$ cat src/rtl/bcd_updown_display.sv
// Multi-digit BCD up/down counter with a time-multiplexed active-low seven-segment driver.
// Optional build macro: LEADING_ZERO_BLANK_EN blanks leading zero digits (digit 0 always shown).
module bcd_updown_display #(
  parameter int DIGITS      = 4,
  parameter int REFRESH_DIV = 50000
) (
  input  logic                  clk,
  input  logic                  rst,
  input  logic                  up,
  input  logic                  step,
  input  logic                  load,
  input  logic [4*DIGITS-1:0]   load_val,
  output logic [4*DIGITS-1:0]   count,
  output logic                  wrap,
  output logic [7:0]            seg,
  output logic [DIGITS-1:0]     an
);

  localparam int TW = (REFRESH_DIV > 1) ? $clog2(REFRESH_DIV) : 1;
  localparam int IW = (DIGITS > 1) ? $clog2(DIGITS) : 1;

  logic [4*DIGITS-1:0] count_reg, count_next;
  logic                wrap_reg, wrap_next;
  logic [TW-1:0]       timer_reg, timer_next;
  logic [IW-1:0]       idx_reg, idx_next;
  logic [7:0]          seg_reg, seg_next;
  logic [DIGITS-1:0]   an_reg, an_next;

  logic [3:0]          digit [DIGITS];
  logic [DIGITS-1:0]   at_nine, at_zero, carry_up, borrow_dn, blank_mask;
  logic [4*DIGITS-1:0] inc_val, dec_val, load_clean;

  function automatic logic [7:0] encode(input logic [3:0] d);
    logic [7:0] s;
    case (d)
      4'd0:    s = 8'hC0;
      4'd1:    s = 8'hF9;
      4'd2:    s = 8'hA4;
      4'd3:    s = 8'hB0;
      4'd4:    s = 8'h99;
      4'd5:    s = 8'h92;
      4'd6:    s = 8'h82;
      4'd7:    s = 8'hF8;
      4'd8:    s = 8'h80;
      4'd9:    s = 8'h90;
      default: s = 8'hFF;
    endcase
    return s;
  endfunction

  // Per-digit carry/borrow uses a flat AND of lower digits rather than a ripple chain.
  genvar gi;
  generate
    for (gi = 0; gi < DIGITS; gi++) begin : g_digit
      assign digit[gi]   = count_reg[gi*4 +: 4];
      assign at_nine[gi] = (digit[gi] == 4'd9);
      assign at_zero[gi] = (digit[gi] == 4'd0);

      if (gi == 0) begin : g_lsd
        assign carry_up[gi]  = 1'b1;
        assign borrow_dn[gi] = 1'b1;
      end else begin : g_upper
        assign carry_up[gi]  = &at_nine[gi-1:0];
        assign borrow_dn[gi] = &at_zero[gi-1:0];
      end

      assign inc_val[gi*4 +: 4] = !carry_up[gi] ? digit[gi] :
                                  (at_nine[gi] ? 4'd0 : digit[gi] + 4'd1);
      assign dec_val[gi*4 +: 4] = !borrow_dn[gi] ? digit[gi] :
                                  (at_zero[gi] ? 4'd9 : digit[gi] - 4'd1);
      assign load_clean[gi*4 +: 4] = (load_val[gi*4 +: 4] > 4'd9) ? 4'd0
                                                                   : load_val[gi*4 +: 4];

`ifdef LEADING_ZERO_BLANK_EN
      if (gi == 0) begin : g_noblank
        assign blank_mask[gi] = 1'b0;
      end else begin : g_blank
        assign blank_mask[gi] = &at_zero[DIGITS-1:gi];
      end
`else
      assign blank_mask[gi] = 1'b0;
`endif
    end
  endgenerate

  always_comb begin
    count_next = count_reg;
    wrap_next  = 1'b0;
    if (load) begin
      count_next = load_clean;
    end else if (step) begin
      if (up) begin
        count_next = inc_val;
        wrap_next  = &at_nine;
      end else begin
        count_next = dec_val;
        wrap_next  = &at_zero;
      end
    end
  end

  always_comb begin
    timer_next = timer_reg + TW'(1);
    idx_next   = idx_reg;
    if (timer_reg == TW'(REFRESH_DIV - 1)) begin
      timer_next = '0;
      idx_next   = (idx_reg == IW'(DIGITS - 1)) ? '0 : idx_reg + IW'(1);
    end
  end

  // Display stage samples the live count, so seg trails count by one cycle.
  always_comb begin
    an_next  = ~(DIGITS'(1) << idx_reg);
    seg_next = blank_mask[idx_reg] ? 8'hFF : encode(digit[idx_reg]);
  end

  always_ff @(posedge clk or negedge rst) begin
    if (!rst) begin
      count_reg <= '0;
      wrap_reg  <= 1'b0;
      timer_reg <= '0;
      idx_reg   <= '0;
      seg_reg   <= 8'hFF;
      an_reg    <= '1;
    end else begin
      count_reg <= count_next;
      wrap_reg  <= wrap_next;
      timer_reg <= timer_next;
      idx_reg   <= idx_next;
      seg_reg   <= seg_next;
      an_reg    <= an_next;
    end
  end

  assign count = count_reg;
  assign wrap  = wrap_reg;
  assign seg   = seg_reg;
  assign an    = an_reg;

endmodule

$ cat config.mk
export PLATFORM = sky130hd
export DESIGN_NAME = bcd_updown_display
export DESIGN_NICKNAME = d
export VERILOG_FILES = /design/src/rtl/bcd_updown_display.sv
export SDC_FILE = /design/constraint.sdc
export NUM_CORES = 1
export LEC_CHECK = 0
export ABC_AREA = 1
export BUFFER_PORTS_ARGS = -buffer_cell sky130_fd_sc_hd__buf_4
export CORE_MARGIN = 2
export CORE_UTILIZATION = 44
export CTS_BUF_LIST = sky130_fd_sc_hd__clkbuf_2 sky130_fd_sc_hd__clkbuf_4 sky130_fd_sc_hd__clkbuf_8
export DETAILED_ROUTE_END_ITERATION = 10
export SLEW_MARGIN = 15
export SYNTH_ARGS = -nofsm -noshare
export SYNTH_HDL_FRONTEND = slang
export SYNTH_SLANG_ARGS = --single-unit
$ cat constraint.sdc
create_clock -name clk -period 2.8 [get_ports clk]
set_input_delay 0.42 -clock clk [delete_from_list [all_inputs] [get_ports clk]]
set_output_delay 0.42 -clock clk [all_outputs]
set_load 0.1 [all_outputs]
==> results of run 1 <==
==> layout make-up <==
type                    count  share of cell area, %
repair buffers             49                  9.919
clock buffers               5                  1.856
multi-input cells         334                  45.85
flip-flops and latches     46                  31.41
clock inverters             3                 0.5735
well taps                  96                  3.239
inverters                  70                  7.152
==> cells in the mapped netlist, drive strengths merged <==
cell,n,share of area (%)
ha,10,3.9
nand2,121,15
a21oi,11,1.7
o211ai,2,0.63
a22oi,1,0.24
nand3,64,11
clkbuf,5,0.63
nand4,11,2.2
inv,70,8.3
xor2,7,1.9
a31oi,3,0.59
conb,1,0.12
nand3b,1,0.24
o21ai,31,5.1
buf,4,0.98
o21bai,1,0.59
nor2,62,9.2
dfrtp,35,28
xnor2,1,0.28
dfstp,11,9.1
nor3,7,1.3
==> stage by stage <==
step           cells  util (%)  hold WS (ps)  cell area [sq um]  power [mW]
2_1_floorplan    459         -         124.4               3182       1.989
3_5_place_dp     595     52.39         463.3               3618       2.289
3_3_place_gp     595     52.39         461.1               3618       2.285
4_1_cts          603     53.70         129.5               3709       2.708
5_1_grt          603     53.70         152.3               3709       2.864
6_report         603     53.70         105.7               3709       2.684
==> cells in the final DEF, fill, tap and decap left out, drive strengths merged <==
cell      instances
nand2           121
inv              70
nand3            64
nor2             62
buf              49
dfrtp            35
o21ai            31
a21oi            11
nand4            11
dfstp            11
ha               10
xor2              7
nor3              7
clkbuf            5
a31oi             3
o211ai            2
clkinv            2
o21bai            1
nand3b            1
xnor2             1
a22oi             1
conb              1
clkinvlp          1
==> layer usage <==
metal	global-route usage, %	share of wire (%)	vias up
met3	3.047	4.2	10
met1	25.93	47	1378
met4	5.834	1.5	0
met2	34.06	47	80
met5	0	0	-
li1	-	-	1561
==> power by group <==
part           switching [mW]  internal, mW
clock                   0.235         0.176
combinational            1.06         0.304
sequential              0.134         0.772
==> logic make-up (layout without fill, tap and decap cells) <==
group | after synthesis | in the layout | synth area share (%)
simple gates | 266 | 266 | 38.30
buf+inv | 79 | 127 | 9.948
compound gates | 49 | 49 | 8.887
flops | 46 | 46 | 36.61
fa+ha+maj | 10 | 10 | 3.932
xor+xnor | 8 | 8 | 2.202
other cells | 1 | 1 | 0.1179
==> worst max-delay path by stage <==
stage	start	endpoint	slack, ps	depth (start not counted)
detailed placement	idx_reg[0]$_DFFE_PN0N_	seg[3]$_DFF_PN1_	850	9
global placement	idx_reg[0]$_DFFE_PN0N_	seg[3]$_DFF_PN1_	930	9
CTS	idx_reg[0]$_DFFE_PN0N_	seg[3]$_DFF_PN1_	840	9
global route	idx_reg[0]$_DFFE_PN0N_	seg[3]$_DFF_PN1_	600	9
finish	idx_reg[0]$_DFFE_PN0N_	seg[3]$_DFF_PN1_	840	9
floorplan	count[5]$_DFFE_PN0P_	seg[3]$_DFF_PN1_	600	9
==> worst max-delay path: cells and delay by family, from the launching register on <==
family	cells	cell delay, ps
buffers and inverters	2	300
DFF	1	680
AOI/OAI and AO/OA	2	230
and+or+nand+nor	4	400
adders and majority gates	1	280
==> metrics.txt, run 1 <==
CTS Root Cell=clkbuf_8; Mapped Cells=~460; Starting DRT DRC Count=105; Initial Utilization=a little under half; fill cell count=717; Seq/Total Area, Yosys=36.61%; Final Hold Viols=0; CTS resizes=0; Avg Cell Area, Syn=6.932 sq um; CP Max Fanout=18; FF+latch count, synth=46; Clock Sinks=46; number of buffers added on ports=48; max-cap check violation count=0; postcts setup bufs=0; Worst R2R Start=idx_reg[0]$_DFFE_PN0N_; total number of vias=a little over 3,000; CP arrival=2180 ps; largest net degree at the start of global routing=between 40 and 50; Seq. cell area=1165 sq um; Post-Syn Area=3182 sq um; fin crit period=1956 ps; grt total ovfl=0; Slew @ Worst Pin=590.5 ps; CP Class=flip-flop to flip-flop; Setup Viol. Count Final=0; Net Count, Synth=490; # hold bufs at CTS=0; num rows=30; Min-Delay Path Class=input pin to asynchronous set/reset pin; die footprint=7927 sq um; antenna diode count=0; Final Cycle Share=69.87%; crit path cell chain=inv_1 > a21oi_1 > o21ai_1 > nand2_2 > inv_1 > ha_1 > nand3_1 > nand3_1 > nand2_1; RR Endpoint=seg[3]$_DFF_PN1_; count of cell types in the netlist=36; Layout area overhead=16.56%; CTS buffer count=5; Slowest-stage cell, CP=dfrtp_1; Horiz. Die Dim=around 89 microns; first-pass GRT wire length=between 10 and 15 mm; flop-to-flop setup slack=between 800 and 900 ps; CP max stage delay=approximately 680 ps; layout cells sized above 1=19.33%; Ys Warns=0; clock slew at reported path FFs=~90 ps; final worst slack=~840 ps; max-slew violations=0; nets@finish=roughly 540; R2R cell count=9; core area=~6900 sq um; Avg Vias per Cell=5.023; DR pass1 iterations=4; CTS H-tree lvls=2; initial antenna violation count=0; Post-Place Worst Slack=845.5 ps; Placer Congestion=0.8862; area of the multi-input gates=1700 sq um; WL final=approximately 7.3 mm; Critical Path RT=3030 ps; Die Y=89.04 microns; Worst Setup Start Kind=flip-flop; setup TNS=0 ps; drt wl/cell=12.05 microns; clk buf depth=2; RSZ-0062 raised after global routing=no; maximum vdd drop=0.0006579 V; Slew headroom=60.59%; Fmax=511.1 MHz; status=finished, final reports clean; PwrDens=723.7 nW/um^2; number of top-level pins=50; final antenna-violating net count=0; final setup skew=about 7.5 ps; vias in the first global route=2,788; Lkg Pwr=1.938 nW; Final HPWL DP=between 5 and 6 mm; Skew-Pair Late Insertion Delay=300 ps; CTS tree=yes; gr usage total=19.85%; Critical Path End Type=flip-flop; drt drc=0
No activity file was read; power rests on OpenSTA's default activity.
==> run 2: changes to the inputs <==
==> constraint.sdc (replaced) <==
create_clock -name clk -period 1.8 [get_ports clk]
set_input_delay 0.27 -clock clk [delete_from_list [all_inputs] [get_ports clk]]
set_output_delay 0.27 -clock clk [all_outputs]
set_load 0.1 [all_outputs]
==> metrics.txt, run 2 (synthesis gave the netlist of run 1 again) <==
fin crit period=1646 ps (was 1956 ps); Worst Setup Start Kind=flip-flop (unchanged); Slew headroom=60.89% (was 60.59%); CP Class=flip-flop to flip-flop (unchanged); Finished Layout Cells=615 (was 603); antenna diode count=0 (unchanged); Final HPWL DP=5.824 mm (was 5.702 mm); Placed Cells=602 (was 595); initial antenna violation count=0 (unchanged); clock slew at reported path FFs=90 ps (about the same); CP Max Fanout=6 (was 18); Final Cell Area=3834 sq um (was 3709 sq um); CTS buffer count=5 (unchanged); largest net degree at the start of global routing=47 (unchanged); Layout area overhead=20.49% (was 16.56%); max-slew violations=0 (unchanged); die footprint=7927 sq um (unchanged); max-cap check violation count=0 (unchanged); total number of vias=3,000 (was 3,029); Critical Path End Type=flip-flop (unchanged); setup TNS=0 ps (unchanged); status=finished, final reports clean (unchanged); Avg Vias per Cell=4.878 (was 5.023); Skew-Pair Late Insertion Delay=300 ps (about the same); gr usage total=20.06% (was 19.85%); commonest non-fill, non-tap cell in the layout=nand2_1 (unchanged); CTS tree=yes (unchanged); Fmax=607.4 MHz (was 511.1 MHz); Slew @ Worst Pin=586.6 ps (was 590.5 ps); core area=6907 sq um (unchanged); Min-Delay Path Class=input pin to flip-flop (was input pin to asynchronous set/reset pin); Placer Congestion=0.8574 (was 0.8862); Starting DRT DRC Count=119 (was 105); drt wl/cell=12.20 microns (was 12.05 microns); number of top-level pins=50 (unchanged); fill cell count=733 (was 717); drt drc=0 (unchanged); Critical Path RT=2040 ps (was 3030 ps); layout cells sized above 1=24.08% (was 19.33%); WL final=7.506 mm (was 7.269 mm); PwrDens=1102 nW/um^2 (was 723.7 nW/um^2); Lkg Pwr=1.979 nW (was 1.938 nW); Setup Viol. Count Final=0 (unchanged); Post-Place Worst Slack=75.91 ps (was 845.5 ps); Horiz. Die Dim=89.04 microns (unchanged); final antenna-violating net count=0 (unchanged); Final Hold Viols=0 (unchanged); Final Cycle Share=91.46% (was 69.87%); CTS Root Cell=clkbuf_8 (unchanged); maximum vdd drop=0.0005560 V (was 0.0006579 V); num rows=30 (unchanged); CTS H-tree lvls=2 (unchanged); Die Y=89.04 microns (unchanged); final setup skew=8.534 ps (was 7.510 ps); Initial Utilization=46.07% (unchanged); DR pass1 iterations=4 (unchanged); final worst slack=153.6 ps (was 843.6 ps); number of buffers added on ports=48 (unchanged); Hold WS=228.4 ps (was 105.7 ps); clk buf depth=2 (unchanged); CP arrival=1890 ps (was 2180 ps); Total Power=4.226 mW (was 2.684 mW); vias in the first global route=2,728 (was 2,788); first-pass GRT wire length=12.48 mm (was 12.50 mm); nets@finish=549 (was 537); most frequent cells in the layout=nand2_1 (115), inv_1 (62), nand3_1 (61), buf_4 (59), nor2_1 (53) (was nand2_1 (116), inv_1 (62), nand3_1 (61), nor2_1 (53), buf_4 (49)); Util after Layout=55.51% (was 53.70%); Placed Area=3705 sq um (was 3618 sq um); Clock Sinks=46 (unchanged); grt total ovfl=0 (unchanged)
[run 2: cell count changes in the layout (fill, tap and decap cells not counted), sizes merged]
cell,before,now
dlygate4sd3,0,1
buf,49,60
[run 2: final timing paths]
kind	startpoint	endpoint	slack [ps]	depth (start not counted)
min in group asynchronous	rst	timer_reg[11]$_DFF_PN0_	510	2
worst max register to register	count[5]$_DFFE_PN0P_	seg[3]$_DFF_PN1_	150	9
max in group asynchronous	rst	count[5]$_DFFE_PN0P_	840	2
worst max-delay path	count[5]$_DFFE_PN0P_	seg[3]$_DFF_PN1_	150	9
worst min-delay path	load_val[0]	count[0]$_DFFE_PN0P_	230	3
worst min register to register	timer_reg[0]$_DFF_PN0_	timer_reg[0]$_DFF_PN0_	500	1
[run 2: metal layers]
layer  track usage (%)  up-vias  part of all wire, %
met1             27.36     1336                   49
met3             2.955        7                  4.1
li1                  -     1581                    -
met5                 0        -                    0
met2             33.24       76                   46
met4             5.699        0                  1.0
[run 2: area by class of cell]
| cell class | count | area (sq um) | area share (%) |
|---|---|---|---|
| clock buffers | 5 | 68.82 | 1.795 |
| clock inverters | 3 | 16.27 | 0.4243 |
| inverters | 70 | 265.3 | 6.919 |
| multi-input cells | 334 | 1703 | 44.42 |
| flip-flops and latches | 46 | 1187 | 30.97 |
| well taps | 96 | 120.1 | 3.133 |
| repair buffers | 61 | 473.0 | 12.34 |
[run 2: repair_timing]
item | in CTS | in global routing
hold buffers | 1 | 0
buffers inserted | 0 | 4
endpoints found under the setup margin | 0 | 6
endpoints found under the hold margin | 27 | 0
gates resized for setup | 0 | 3
[run 2: worst max-delay path, cell delays in order, from the launching register on]
cell and delay [ps]:
dfrtp_4 520, inv_1 120, a21oi_1 70, o21ai_0 120, nand2_2 140, inv_1 130
ha_1 240, nand3_1 100, nand3_1 80, nand2_1 70
[run 2: where the power goes]
group          internal, mW  total (mW)  switching [mW]
Combinational         0.496        2.17            1.67
Clock                 0.267       0.630           0.363
Sequential             1.22        1.42           0.203
Total                  1.98        4.23            2.24
==> run 3: changes to the inputs <==
--- a/config.mk
+++ b/config.mk
@@ -11,6 +11,7 @@
 export CORE_UTILIZATION = 44
 export CTS_BUF_LIST = sky130_fd_sc_hd__clkbuf_2 sky130_fd_sc_hd__clkbuf_4 sky130_fd_sc_hd__clkbuf_8
 export DETAILED_ROUTE_END_ITERATION = 10
+export REMOVE_ABC_BUFFERS = 1
 export SLEW_MARGIN = 15
 export SYNTH_ARGS = -nofsm -noshare
 export SYNTH_HDL_FRONTEND = slang
==> metrics.txt, run 3 (synthesis gave the netlist of run 1 again) <==
crit path cell chain=inv_1 > a21oi_1 > o21ai_0 > nand2_2 > buf_4 > ha_1 > nand3b_1 > nand3_1 > nand2_1 (was inv_1 > a21oi_1 > o21ai_0 > nand2_2 > inv_1 > ha_1 > nand3_1 > nand3_1 > nand2_1); Slew @ Worst Pin=578.8 ps (was 586.6 ps); Critical Path RT=2020 ps (was 2040 ps); gr usage total=20.57% (was 20.06%); Critical Path End Type=flip-flop (unchanged); Setup Viol. Count Final=0 (unchanged); max-slew violations=0 (unchanged); CTS Root Cell=clkbuf_8 (unchanged); Skew-Pair Late Insertion Delay=290 ps (was 300 ps); Placed Cells=605 (was 602); Slew headroom=61.41% (was 60.89%); total number of vias=3,043 (was 3,000); drt wl/cell=12.30 microns (was 12.20 microns); CP max stage delay=440 ps (was 520 ps); Avg Vias per Cell=4.940 (was 4.878); layout cells sized above 1=21.73% (was 24.08%); first-pass GRT wire length=12.75 mm (was 12.48 mm); clk buf depth=2 (unchanged); Layout area overhead=19.78% (was 20.49%); drt drc=0 (unchanged); final setup skew=6.895 ps (was 8.534 ps); Fmax=631.9 MHz (was 607.4 MHz); fill cell count=694 (was 733); Util after Layout=55.18% (was 55.51%); nets@finish=550 (was 549); WL final=7.577 mm (was 7.506 mm); die footprint=7927 sq um (unchanged); CP Class=flip-flop to flip-flop (unchanged); PwrDens=1107 nW/um^2 (was 1102 nW/um^2); Post-Place Worst Slack=156.3 ps (was 75.91 ps); DR pass1 iterations=4 (unchanged); number of buffers added on ports=48 (unchanged); Final Hold Viols=0 (unchanged); Final Cycle Share=87.91% (was 91.46%); setup TNS=0 ps (unchanged); grt total ovfl=0 (unchanged); CTS buffer count=5 (unchanged); Buffers & Inverters on Critical Path=2 (unchanged); Clock Sinks=46 (unchanged); Slowest-stage cell, CP=dfrtp_1 (was dfrtp_4); Total Power=4.218 mW (was 4.226 mW); antenna diode count=0 (unchanged); Final HPWL DP=5.955 mm (was 5.824 mm); Starting DRT DRC Count=114 (was 119); initial antenna violation count=0 (unchanged); Die Y=89.04 microns (unchanged); Placed Area=3694 sq um (was 3705 sq um); max-cap check violation count=0 (unchanged); Min-Delay Path Class=input pin to flip-flop (unchanged); commonest non-fill, non-tap cell in the layout=nand2_1 (unchanged); num rows=30 (unchanged); CP Max Fanout=6 (unchanged); Horiz. Die Dim=89.04 microns (unchanged); Worst path top cell family by delay=flip-flops (unchanged); Finished Layout Cells=616 (was 615); CTS tree=yes (unchanged); Initial Utilization=46.07% (unchanged); largest net degree at the start of global routing=47 (unchanged); fin crit period=1582 ps (was 1646 ps); vias in the first global route=2,818 (was 2,728); Worst Setup Start Kind=flip-flop (unchanged); final antenna-violating net count=0 (unchanged); number of top-level pins=50 (unchanged); maximum vdd drop=0.0004278 V (was 0.0005560 V); most frequent cells in the layout=nand2_1 (116), inv_1 (61), nand3_1 (61), buf_4 (61), nor2_1 (53) (was nand2_1 (115), inv_1 (62), nand3_1 (61), buf_4 (59), nor2_1 (53)); final worst slack=217.5 ps (was 153.6 ps); Hold WS=247.2 ps (was 228.4 ps); clock slew at reported path FFs=80 ps (was 90 ps); Lkg Pwr=2.005 nW (was 1.979 nW); Final Cell Area=3811 sq um (was 3834 sq um); RSZ-0062 raised after global routing=no; status=finished, final reports clean (unchanged); core area=6907 sq um (unchanged); Placer Congestion=0.9027 (was 0.8574); CTS H-tree lvls=2 (unchanged); CP arrival=1800 ps (was 1890 ps)
[run 3: power breakdown]
part / switching [mW] / leakage [nW] / total, mW / internal (mW)
registers: 0.192 / 0.565 / 1.39 / 1.20
logic: 1.68 / 1.39 / 2.19 / 0.507
clock network: 0.345 / 0.0486 / 0.635 / 0.290
[run 3: layout make-up]
class	instances	area (sq um)	share of cell area (%)
repair buffers	62	467.9	12.28
clock buffers	6	76.32	2.003
flip-flops and latches	46	1167	30.63
inverters	70	265.3	6.960
clock inverters	2	13.76	0.3611
multi-input cells	334	1700	44.62
well taps	96	120.1	3.152
[run 3: timing repair]
| item | in CTS | in global routing |
|---|---|---|
| buffers inserted | 0 | 2 |
| gates resized for setup | 0 | 3 |
| setup endpoints to repair | 0 | 3 |
| hold buffers | 1 | 0 |
| endpoints found under the hold margin | 35 | 0 |
[run 3: worst reg2reg max path, delay by kind of cell (launching register included)]
family	cells	cell delay [ps]
flip-flops	1	440
AND/OR/NAND/NOR	4	420
buffers and inverters	2	290
AO/OA/AOI/OAI	2	190
adder cells (fa/ha/maj)	1	180
[run 3: final timing paths]
kind	slack [ps]	end	cells after the start	startpoint
worst min register to register	520	timer_reg[0]$_DFF_PN0_	1	timer_reg[0]$_DFF_PN0_
worst max-delay path	220	seg[6]$_DFF_PN1_	9	count[5]$_DFFE_PN0P_
worst min-delay path	250	count[0]$_DFFE_PN0P_	3	load_val[0]
max in group asynchronous	850	idx_reg[0]$_DFFE_PN0N_	2	rst
worst max register to register	220	seg[6]$_DFF_PN1_	9	count[5]$_DFFE_PN0P_
min in group asynchronous	520	timer_reg[13]$_DFF_PN0_	2	rst
[run 3: layer usage]
layer | wire [microns] | track usage, % | vias to the layer above | part of all wire (%)
met5 | 0 | 0 | - | 0
met4 | 91 | 7.463 | 0 | 1.2
met3 | 312 | 3.416 | 9 | 4.1
met2 | 3538 | 33.58 | 72 | 47
met1 | 3635 | 27.59 | 1378 | 48
li1 | - | - | 1584 | -
